<file path="config.mk">
export PLATFORM = sky130hd
export DESIGN_NAME = slow_clk_monitor
export DESIGN_NICKNAME = d
export VERILOG_FILES = /design/src/rtl/slow_clk_monitor.sv
export SDC_FILE = /design/constraint.sdc
export NUM_CORES = 1
export LEC_CHECK = 0
export CORE_AREA = 4 4 60 116
export CTS_BUF_LIST = sky130_fd_sc_hd__clkbuf_16
export DETAILED_ROUTE_END_ITERATION = 16
export DIE_AREA = 0 0 64 120
export GPL_TIMING_DRIVEN = 1
export SLEW_MARGIN = 20
export SYNTH_ARGS = -nofsm -noshare
export SYNTH_HDL_FRONTEND = slang
export SYNTH_SLANG_ARGS = --single-unit
</file>
<file path="constraint.sdc">
create_clock -name clk_in -period 3.8 [get_ports clk_in]
set_input_delay 0.76 -clock clk_in [delete_from_list [all_inputs] [get_ports clk_in]]
set_output_delay 0.76 -clock clk_in [all_outputs]
set_load 0.02 [all_outputs]
</file>
<file path="src/rtl/slow_clk_monitor.sv">
// rtl/slow_clk_monitor.sv - slow clock receiver: synchronizer, edge pulses, half-period meter, loss detect
module slow_clk_monitor #(
  parameter int SYNC_STAGES = 2,
  parameter int CNT_W       = 16,
  parameter int TIMEOUT     = 16384
) (
  input  logic             clk_in,
  input  logic             rst_n,
  input  logic             slow_clk,
  output logic             rise_pulse,
  output logic             fall_pulse,
  output logic [CNT_W-1:0] half_period,
  output logic             period_valid,
  output logic             clk_lost
);

  typedef enum logic [1:0] {IDLE, ARMED, LOCKED} state_t;

  localparam logic [CNT_W-1:0] CNT_LAST = CNT_W'(TIMEOUT - 1);
  localparam logic [CNT_W-1:0] CNT_MAX  = {CNT_W{1'b1}};

  logic [SYNC_STAGES-1:0] sync_q, sync_d;
  logic                   prev_q, prev_d;
  logic [CNT_W-1:0]       cnt_q, cnt_d;
  logic [CNT_W-1:0]       half_q, half_d;
  logic                   rise_q, rise_d;
  logic                   fall_q, fall_d;
  logic                   valid_q, valid_d;
  logic                   lost_q, lost_d;
  state_t                 state_q, state_d;

  logic s, rise, fall, edge_seen;

  always_comb begin
    sync_d    = {sync_q[SYNC_STAGES-2:0], slow_clk};
    s         = sync_q[SYNC_STAGES-1];
    prev_d    = s;
    rise      = s & ~prev_q;
    fall      = ~s & prev_q;
    edge_seen = rise | fall;
    rise_d    = rise;
    fall_d    = fall;

    if (edge_seen)             cnt_d = '0;
    else if (cnt_q == CNT_MAX) cnt_d = cnt_q;
    else                       cnt_d = cnt_q + 1'b1;

    state_d = state_q;
    half_d  = half_q;
    valid_d = valid_q;
    lost_d  = lost_q;
    case (state_q)
      IDLE: begin
        if (edge_seen) begin
          state_d = ARMED;
          lost_d  = 1'b0;
        end
      end
      ARMED, LOCKED: begin
        // An edge landing on the timeout cycle is still a valid measurement.
        if (edge_seen) begin
          state_d = LOCKED;
          half_d  = cnt_q + 1'b1;
          valid_d = 1'b1;
        end else if (cnt_q == CNT_LAST) begin
          state_d = IDLE;
          valid_d = 1'b0;
          lost_d  = 1'b1;
        end
      end
      default: state_d = IDLE;
    endcase
  end

  always_ff @(posedge clk_in or negedge rst_n) begin
    if (!rst_n) begin
      sync_q  <= '0;
      prev_q  <= 1'b0;
      cnt_q   <= '0;
      half_q  <= '0;
      rise_q  <= 1'b0;
      fall_q  <= 1'b0;
      valid_q <= 1'b0;
      lost_q  <= 1'b0;
      state_q <= IDLE;
    end else begin
      sync_q  <= sync_d;
      prev_q  <= prev_d;
      cnt_q   <= cnt_d;
      half_q  <= half_d;
      rise_q  <= rise_d;
      fall_q  <= fall_d;
      valid_q <= valid_d;
      lost_q  <= lost_d;
      state_q <= state_d;
    end
  end

  assign rise_pulse   = rise_q;
  assign fall_pulse   = fall_q;
  assign half_period  = half_q;
  assign period_valid = valid_q;
  assign clk_lost     = lost_q;

endmodule
</file>
==> results.toml <==
[run_status]
status = "finished clean"

[global_routing]
antenna_found_initial = 0
grt_max_degree = 42
track_usage_pct = 10.4
first_global_vias = 1286
grt_overflow = 0
grt_pass1_wl_mm = 6.09

[place]
place_congestion = 0.794
placed_cell_area_um2 = 2060
hpwl_mm = 2.60
pre_cts_ws_ns = 1.50
io_buffers = 22

[route]
post_drt_wl_per_cell_um = 13.0
ant_nets = 0
via_per_inst = 4.53
drtPass1Iterations = 4
remaining_drc_errors = 0
routed_wl_mm = 3.57
vias = 1240
drtIter0Drc = 29

[synth]
synth-xor-area-share_pct = 6.94
ys_top_cells_by_area = "dfrtp_1 (58%), o21ai_0 (7.6%), xnor2_1 (5.9%)"
syn_area_per_cell_um2 = 10.6
synth_ff_type = "dfrtp_1"
synth_common_cells = "dfrtp_1 (41), nand2_1 (27), o21ai_0 (27), xnor2_1 (12), nor2_1 (10)"
synth_seq_cells = 41
synth_seq_area_share_pct = 58.0
synth_top_area_share_pct = 58.0
async_flop_share_pct = 100
synth_fa_ha_area_share_pct = 2.83
synth-simple-area-share_pct = 17.8
yosys-mux-area-fraction_pct = 1.20
ys_types = 27
synth-compound-area-share_pct = 9.98
synth_most_common_cell = "dfrtp_1"
yosysWarnings = 0
synth-edff-count = 0
synth_top_family_by_area = "simple AND/OR/NAND/NOR gates"
syn-num-nets = 174
syn-instance-count = 167
yosysTopAreaCell = "dfrtp_1"
syn_area_um2 = 1770

[floorplan]
dieArea_um2 = 7680
rows = 40
ios = 23
die_y_um = 120
fp.dieW_um = 64
core-area_um2 = 6060
initial_core_util_pct = 29.2

[finish]
area.sequential_um2 = 1030
nNetsFinal = 197
diodes = 0
multi_input_area_um2 = 684
finalInstanceArea_um2 = 2200
fill_cells = 620
drive_gt1_share_pct = 6.84
area_growth_pct = 24.3

[timing]
setup_slack_ns = 1.54
setup_viol = 0
layout_min_cycle_time_ns = 2.26
hold_viol = 0
max_slew.worst_pin.slew_ns = 0.900
slew_viol_final = 0
rsz0062_at_grt = "false"
max_freq_ghz = 0.442
max_slew_margin_pct = 40.0
fin_crit_sh_pct = 59.6
finClkSkew_ns = 0.00279
finalSetupTns_ns = 0

[min_path]
hold_path.class = "flip-flop to flip-flop"

[clocking]
ctsResizeCount = 0
clk_pin_slew_ns = 0.06
cts_root_buf = "clkbuf_16"
clock-sinks = 41
holdBufCountCts = 0
post_cts_buffers = 0
cts_max_level = 2
tritoncts = "done"
clk_path_buf_depth = 2
cts_buffers = 5
insertion_delay_ns = 0.28

[critical_path]
crit_fanout = 26
critPathKind = "flip-flop to flip-flop"
cp.required_ns = 3.92
crit_path_start_kind = "flip-flop"
cp.arrival_ns = 2.39
endpoint_kind = "flip-flop"

[power_and_ir_drop]
peakVddDrop_v = 0.000260
powerDensity_nw_per_um2 = 526
power_leakage_nw = 0.953

[job]
cap_viol_max_count = 0
-- power breakdown --
group / total (W) / switching [W] / internal, W
Sequential: 0.000507 / 0.0000271 / 0.000480
Clock: 0.000392 / 0.000158 / 0.000235
Combinational: 0.000256 / 0.000166 / 0.0000903
-- layer usage --
metal | up-vias | track usage, % | routed length [µm]
met4 | 0 | 7.31 | 119
met3 | 9 | 2.81 | 119
li1 | 608 | - | -
met1 | 605 | 10.0 | 1310
met2 | 18 | 18.6 | 2030
met5 | - | 0 | 0
-- area by class of cell --
cell class	instances	area share, %
Inverter	9	1.54
Timing Repair Buffer	22	9.79
Tap cell	84	4.78
Sequential cell	41	46.7
Multi-Input combinational cell	111	31.2
Clock buffer	5	5.69
Clock inverter	2	0.342
-- logic make-up after synthesis --
family                   after synthesis
multiplexers                           2
flip-flops                            41
XOR/XNOR                              14
adder cells (fa/ha/maj)                4
AO/OA/AOI/OAI                         33
AND/OR/NAND/NOR                       58
buffers and inverters                 15
-- registers in the layout (all words and copies together) (netlist names) --
name	cells
sync_q	2
half_period	16
clk_lost	1
cnt_q	16
prev_q	1
rise_pulse	1
state_q	2
period_valid	1
fall_pulse	1
-- path summary, 6_finish.rpt --
kind	start	depth (start not counted)	to	slack, ns
hold reg to reg	sync_q[0]$_DFF_PN0_	0	sync_q[1]$_DFF_PN0_	0.36
setup reg to reg	sync_q[1]$_DFF_PN0_	6	half_period[14]$_DFFE_PN0P_	1.54
min in group asynchronous	rst_n	1	sync_q[0]$_DFF_PN0_	0.60
hold / removal	sync_q[0]$_DFF_PN0_	0	sync_q[1]$_DFF_PN0_	0.36
setup / recovery	sync_q[1]$_DFF_PN0_	6	half_period[14]$_DFFE_PN0P_	1.54
max in group asynchronous	rst_n	1	cnt_q[13]$_DFFE_PN0P_	2.63
-- critical path: stages, from the launching register on --
cell     delay, ns
dfrtp_1       0.37
inv_1         0.06
ha_1          0.43
inv_1         0.37
nand2_1       0.56
nand2_1       0.20
o21ai_0       0.11
-- through the flow --
| stage | total power [W] | utilization [%] | std cells | hold WS, ns |
|---|---|---|---|---|
| 6_report | 0.00116 | 36.3 | 274 | 0.355 |
| 5_1_grt | 0.00122 | 36.3 | 274 | 0.369 |
| 4_1_cts | 0.00117 | 36.3 | 274 | 0.358 |
| 3_5_place_dp | 0.000777 | 34.1 | 267 | 0.345 |
| 3_3_place_gp | 0.000771 | 34.1 | 267 | 0.346 |
| 2_1_floorplan | 0.000679 | - | 167 | 0.331 |
-- cell usage in the layout (no fill, tap or decap) --
cell type,n
o31a_1,1
o21ai_0,27
nand2_1,27
nand3_2,2
nand4_4,1
nor3b_4,1
nand3_1,4
nor3_1,4
nor2_1,10
clkinv_1,1
and3b_2,1
a41o_1,1
mux2i_1,1
inv_1,10
xor2_1,2
nor2b_1,1
ha_1,4
dfrtp_1,41
nor4_4,1
xnor2_1,12
clkbuf_16,5
buf_2,1
nor4_1,3
mux2_2,1
a21oi_1,2
nand4_1,3
a31oi_1,2
clkdlybuf4s50_1,21
Power figures use the tool's default switching activity.
